==> src/rtl/mimo_chk_fifo.sv <==
// Synchronous show-ahead FIFO holding expected frames until the detector catches up.
module mimo_chk_fifo #(
  parameter int unsigned DEPTH = 128,
  parameter int unsigned WIDTH = 16
) (
  input  logic             clk,
  input  logic             rst,
  input  logic             flush,
  input  logic             push,
  input  logic             pop,
  input  logic [WIDTH-1:0] din,
  output logic [WIDTH-1:0] head_c,
  output logic             full,
  output logic             empty
);

  localparam int unsigned AW = $clog2(DEPTH);
  localparam int unsigned PW = AW + 1;

  logic [PW-1:0]    wr_ptr;
  logic [PW-1:0]    rd_ptr;
  logic [WIDTH-1:0] mem [DEPTH];

  // Extra MSB distinguishes full from empty when the index bits match.
  always_ff @(posedge clk or negedge rst) begin
    if (!rst) begin
      wr_ptr <= '0;
      rd_ptr <= '0;
    end else if (flush) begin
      wr_ptr <= '0;
      rd_ptr <= '0;
    end else begin
      if (push) wr_ptr <= wr_ptr + PW'(1);
      if (pop)  rd_ptr <= rd_ptr + PW'(1);
    end
  end

  always_ff @(posedge clk) begin
    if (push && !flush) mem[wr_ptr[AW-1:0]] <= din;
  end

  assign empty  = (wr_ptr == rd_ptr);
  assign full   = (wr_ptr[AW] != rd_ptr[AW]) && (wr_ptr[AW-1:0] == rd_ptr[AW-1:0]);
  assign head_c = mem[rd_ptr[AW-1:0]];

endmodule

==> config.mk <==
export PLATFORM = sky130hd
export DESIGN_NAME = mimo_chk_fifo
export DESIGN_NICKNAME = d
export VERILOG_FILES = /design/src/rtl/mimo_chk_fifo.sv
export SDC_FILE = /design/constraint.sdc
export NUM_CORES = 2
export LEC_CHECK = 0
export ABC_CLOCK_PERIOD_IN_PS = 3600
export CORE_ASPECT_RATIO = 0.9
export CORE_UTILIZATION = 30
export DETAILED_ROUTE_END_ITERATION = 8
export PLACE_DENSITY_LB_ADDON = 0.12
export SLEW_MARGIN = 10
export SYNTH_ARGS = -nofsm -noshare
export SYNTH_HDL_FRONTEND = slang
export SYNTH_SLANG_ARGS = --single-unit
==> constraint.sdc <==
create_clock -name clk -period 3.6 [get_ports clk]
set_input_delay 0.36 -clock clk [delete_from_list [all_inputs] [get_ports clk]]
set_output_delay 0.36 -clock clk [all_outputs]
set_load 0.05 [all_outputs]
== After elaboration in Yosys (flattened, before gate mapping) ==
Memories as Yosys holds them, arrays and structs flattened.
Cells that the tools add are included.

* Add/subtract/negate cells: 2
* Multiply operators: 0
* Div/mod/pow operators: 0
* Magnitude comparators: 0
* Eq/ne operators: 3
* Shift-type cells: 0
* Multiplexer cells: 6
* Bitwise operators: 0
* Reduce and logical (&&, ||, !) cells: 5

{| class="wikitable"
|+ Operators by type and width
! kind !! number
|-
| $mux W8 || 4
|-
| $add A8 B1 Y8 const B || 2
|-
| $eq A8 B8 Y1 || 1
|-
| $eq A7 B7 Y1 || 1
|-
| $reduce_bool A2 Y1 || 2
|-
| $logic_and A1 B1 Y1 || 2
|-
| $mux W1 || 2
|-
| $logic_not A1 Y1 || 1
|-
| $ne A1 B1 Y1 || 1
|}

* Register bits after elaboration: 16
* Latch bits: 0
* Memory bits (writable): 2048
* Bits in read-only memories: 0
* Output and inout bits: 18
* Memories: 1

{| class="wikitable"
|+ Memory list
! name !! words !! bits a word !! rd ports !! clocked after Yosys merged registers in !! write ports !! RTL line !! text
|-
| mem || 128 || 16 || 1 || 0 || 1 || 22 || <nowiki>logic [WIDTH-1:0] mem [DEPTH];</nowiki>
|}

== Longest topological paths before layout ==
* Word-level depth: 4
* Mapped depth: 10
* Mapped depth without buffers: 5

== Worst setup path before layout ==
OpenSTA, ideal clock, no wires.

* Kind: register -> output
* Start point: reg rd_ptr[1]
* End point: out head_c[13]
* Arrival: 2564 ps
* Required time: 3240 ps
* Slack: 676 ps
* Stages on the path, launching flop included: 10
* Cell sequence: dfrtp_1 > buf_6 > buf_12 > buf_12 > nand3b_1 > buf_2 > o22ai_1 > a2111oi_0 > a2111oi_0 > a2bb2oi_1

* Longest elaborated chain between the ends: 1

{| class="wikitable"
|+ Ends and longest elaborated chain
! element !! RTL line !! text
|-
| from (decl) || 21 || <nowiki>logic [PW-1:0] rd_ptr;</nowiki>
|-
| from (signal assigned) || 34 || <nowiki>if (pop) rd_ptr <= rd_ptr + PW'(1);</nowiki>
|-
| $mem_v2 Z128 W16 || n/a ||
|-
| to (decl) || 12 || <nowiki>output logic [WIDTH-1:0] head_c,</nowiki>
|}

No other way between the ends.

== Worst setup path in the final report ==
* Start point: reg rd_ptr[0]
* End point: out head_c[6]

The elaborated chain is that of the path after synthesis.

==> results by group <==
Detailed routing
  • Drc violations: 0
  • Avg WL per Cell: 31.95 µm
  • 1st-pass router iterations: 5
  • DR iter-0 viols: 4046
  • Final WL: 257200 µm
  • Antenna Nets Post-Route: 0
  • Vias/cell: 5.049
  • Via count: 40630

Worst setup path
  • Crit. End Element: output port
  • RR Startpoint: wr_ptr[4]$_DFFE_PN0P_
  • Max incr delay on CP: 0.52 ns
  • Buf/Inv on CP: 6
  • Crit path arrival time: 3.81 ns
  • Crit-path cells: buf_12 -> buf_12 -> bufbuf_16 -> and4bb_1 -> buf_4 -> a22oi_1 -> nand3_1 -> nor2_4 -> buf_4 -> a22oi_2 -> buf_12
  • CP max-delay cell: dfrtp_4
  • Kind of critical path: flop to output port
  • Critical Path Most Common Cell: buf_12
  • Reg2reg setup slack: 0.75 ns
  • Critical path launch point type: flop
  • Data required, critical path: 3.24 ns
  • R2R depth: 4
  • Critical Path Fanout Max: 14
  • Worst setup path startpoint: rd_ptr[0]$_DFFE_PN0P_
  • Top Family by Delay on Critical Path: buffers and inverters
  • RR Endpoint: mem[89][4]$_DFFE_PP_

Place
  • Placed Cells: 7523
  • GPL Wtd Cong: 0.7882
  • DP HPWL: 157000 µm
  • PortBufs: 38
  • Area after DPL: 0.08885 mm²

Timing
  • Max Freq: 0.2400 GHz
  • Crit path setup slack, layout: -0.5662 ns
  • Final Max Tran Viols: 0
  • Relative slew margins: 0.1892
  • Min Tclk post-route: 4.166 ns
  • Fin Clk Skew: 0.04317 ns
  • RSZ-0062 raised after global routing: true
  • Setup Viol. Count Final: 16
  • Setup TNS: -7.817 ns
  • Endpoints failing hold: 0
  • Slew @ Worst Pin: 1.212 ns
  • Fin crit share: 1.157

Cells and area
  • Register Area: 0.06192 mm²
  • Finished Layout Cells: 8048
  • Share of layout cells above drive strength 1: 0.3878
  • Fin area: 0.09966 mm²
  • Area Overhead vs Synth: 24.24%
  • Finished Core Util: 0.3758
  • Multi-input gate area: 0.01876 mm²
  • Layout fillers: 24150
  • Nets: 4358

Flow run
  • Max_cap viols: 0

Clocking
  • TritonCTS buffer count: 228
  • Root buffer cell: clkbuf_16
  • Clock sinks: 2064
  • TritonCTS clock tree: yes
  • H-tree Lvls: 4
  • Clock-pin transition on the worst setup and hold timing paths: 0.06 ns
  • Clock tree buffer depth: 4
  • Clk_lat worst skew: 0.91 ns

Run status
  • Status: finished with violations
  • Failing checks: negative setup slack

Yosys
  • Area leader, netlist: edfxtp_1
  • Syn_nets: 3719
  • Yosys warning count: 0
  • Top_reg_cell synth: edfxtp_1
  • Post-synthesis sequential area ratio: 0.7717
  • Synth async-reset ratio: 0.007752
  • Post-synth cell types: 68
  • Area contributors post-synth: edfxtp_1 (77%), mux4_2 (12%), mux2i_1 (2.5%), nor2_1 (0.73%), buf_6 (0.70%)
  • EDFF count, synth: 2048
  • Mapped Avg Cell Area: 21.70 µm²
  • Post-synthesis instance area: 0.08021 mm²
  • FF+latch count, synth: 2064
  • Syn Inst Count: 3696
  • Share of the synthesized area in the top cell type: 0.7667

Power and ir drop
  • Power Dens Cells: 531.3 mW/mm²
  • Worst vdd ir: 0.3733 mV
  • Leakage: 31.10 nW

Floorplan
  • I/O Pins: 39
  • CORE AREA: 0.2652 mm²
  • Die ar.: 0.2695 mm²
  • Row count: 179
  • Die Y: 492.6 µm
  • Die Width: 547.1 µm
  • Initial Util: 0.3025

GRT
  • Largest net degree at the start of global routing: 129
  • GRT Overall Usage: 0.1905
  • Initial antenna violation count: 10
  • First-pass GRT wire length: 355900 µm
  • GRT overflow: 0
  • Vias in the first global route: 41280

Min path
  • HP Class: input port to async pin
-- registers in the layout, indices dropped and copies added, names as in the netlist --
| register | cells |
|---|---|
| rd_ptr | 8 |
| wr_ptr | 8 |
| mem | 2048 |
-- cell type report --
| type | count | share of cell area |
|---|---|---|
| sequential | 2064 | 0.6213 |
| multi-input combinational | 1420 | 0.1883 |
| timing repair buffer | 617 | 0.07619 |
| clock buffer | 297 | 0.06047 |
| tap | 3529 | 0.04431 |
| clock inverter | 105 | 0.008952 |
| antenna | 12 | 0.0003013 |
| inverter | 4 | 0.0002009 |
-- kinds of logic (layout without fill, tap and decap cells) --
| kind of cell | count (synthesis) | count (layout) | synth area share |
|---|---|---|---|
| AOI/OAI and AO/OA | 317 | 317 | 0.02934 |
| xor gates and xnor gates | 18 | 18 | 0.001965 |
| adders and majority gates | 2 | 2 | 0.0003119 |
| buffers and inverters | 212 | 1023 | 0.01990 |
| DFF | 2064 | 2064 | 0.7717 |
| muxes | 670 | 670 | 0.1529 |
| other | 0 | 12 | 0 |
| and+or+nand+nor | 413 | 413 | 0.02387 |
-- through the flow --
stage | hold WS (ns) | total power, mW | setup WS [ns]
3_3_place_gp | 0.5467 | 30.61 | -0.6047
6_report | 0.03591 | 52.95 | -0.5662
5_1_grt | 0.05992 | 54.55 | -0.6516
4_1_cts | 0.02758 | 53.56 | -0.6960
3_5_place_dp | 0.5450 | 30.62 | -0.5302
2_1_floorplan | 0.06441 | 28.86 | 0.6765
-- cell usage after synthesis, types with 6 or more instances --
| library cell | count |
|---|---|
| xor2_1 | 8 |
| a211o_1 | 15 |
| buf_12 | 8 |
| mux2_2 | 25 |
| o221ai_1 | 13 |
| dfrtp_1 | 16 |
| nand2_1 | 119 |
| nor2_1 | 156 |
| nor2b_1 | 33 |
| a22oi_1 | 54 |
| xnor2_1 | 10 |
| o21ai_0 | 15 |
| buf_2 | 35 |
| a21oi_1 | 39 |
| nor3_1 | 19 |
| a211oi_1 | 20 |
| a22o_1 | 37 |
| nand3_1 | 28 |
| clkbuf_1 | 61 |
| a2111oi_0 | 9 |
| buf_4 | 40 |
| edfxtp_1 | 2048 |
| o22ai_1 | 50 |
| buf_6 | 50 |
| nor4_1 | 10 |
| nand4_1 | 11 |
| o41ai_1 | 6 |
| o21ai_1 | 7 |
| a32oi_1 | 10 |
| a41o_1 | 9 |
| buf_8 | 9 |
| a221oi_1 | 8 |
| mux4_2 | 442 |
| mux2i_1 | 203 |
-- placed cells by master, fill, tap and decap left out, drive strengths merged, types with 10 or more instances in the layout --
| cell type | n |
|---|---|
| nand3 | 29 |
| edfxtp | 2048 |
| mux2 | 25 |
| nand2 | 120 |
| mux2i | 203 |
| clkinv | 81 |
| o221ai | 13 |
| nor2 | 157 |
| nor3 | 19 |
| nor2b | 33 |
| xnor2 | 10 |
| o21ai | 22 |
| a22o | 37 |
| nor4 | 14 |
| mux4 | 442 |
| bufinv | 13 |
| a21oi | 39 |
| a22oi | 55 |
| o22ai | 50 |
| a211oi | 20 |
| a211o | 15 |
| dfrtp | 16 |
| diode | 12 |
| buf | 597 |
| a2111oi | 10 |
| a32oi | 10 |
| clkbuf | 299 |
| nand4 | 11 |
-- power breakdown --
part	internal, mW	leakage [nW]	switching, mW
clock network	12.6	3.36	9.52
registers	26.4	18.6	0.0193
logic	1.99	9.12	2.34
total	41.1	31.1	11.9
-- routing by layer --
metal | vias up | routed length [µm] | global-route usage
li1 | 16920 | - | -
met1 | 22290 | 119800 | 0.2833
met2 | 1143 | 118900 | 0.2999
met3 | 291 | 13850 | 0.02566
met4 | 0 | 4605 | 0.03389
met5 | - | 0 | 0
-- repair_timing --
action                                 CTS  global route
gates resized for setup                375            72
hold buffers                             5             0
setup endpoints to repair               18            18
setup buffers                           90            12
gates cloned                            24             2
endpoints found under the hold margin   87             0
pin swaps                               70            29
-- worst register-to-register path: stages (launching register included) --
cell	delay [ns]
dfrtp_1	0.60
nor2b_1	0.56
nand3_1	0.59
nor2_2	0.42
buf_4	0.33
-- worst max path at each step --
stage / depth (start not counted) / slack, ns / end
final: 11 / -0.57 / head_c[6]
after global placement: 10 / -0.60 / head_c[11]
after global routing: 14 / -0.65 / head_c[9]
after floorplan: 9 / 0.68 / head_c[13]
after detailed placement: 10 / -0.53 / head_c[13]
after CTS: 11 / -0.70 / head_c[5]
Power figures use the tool's default switching activity.
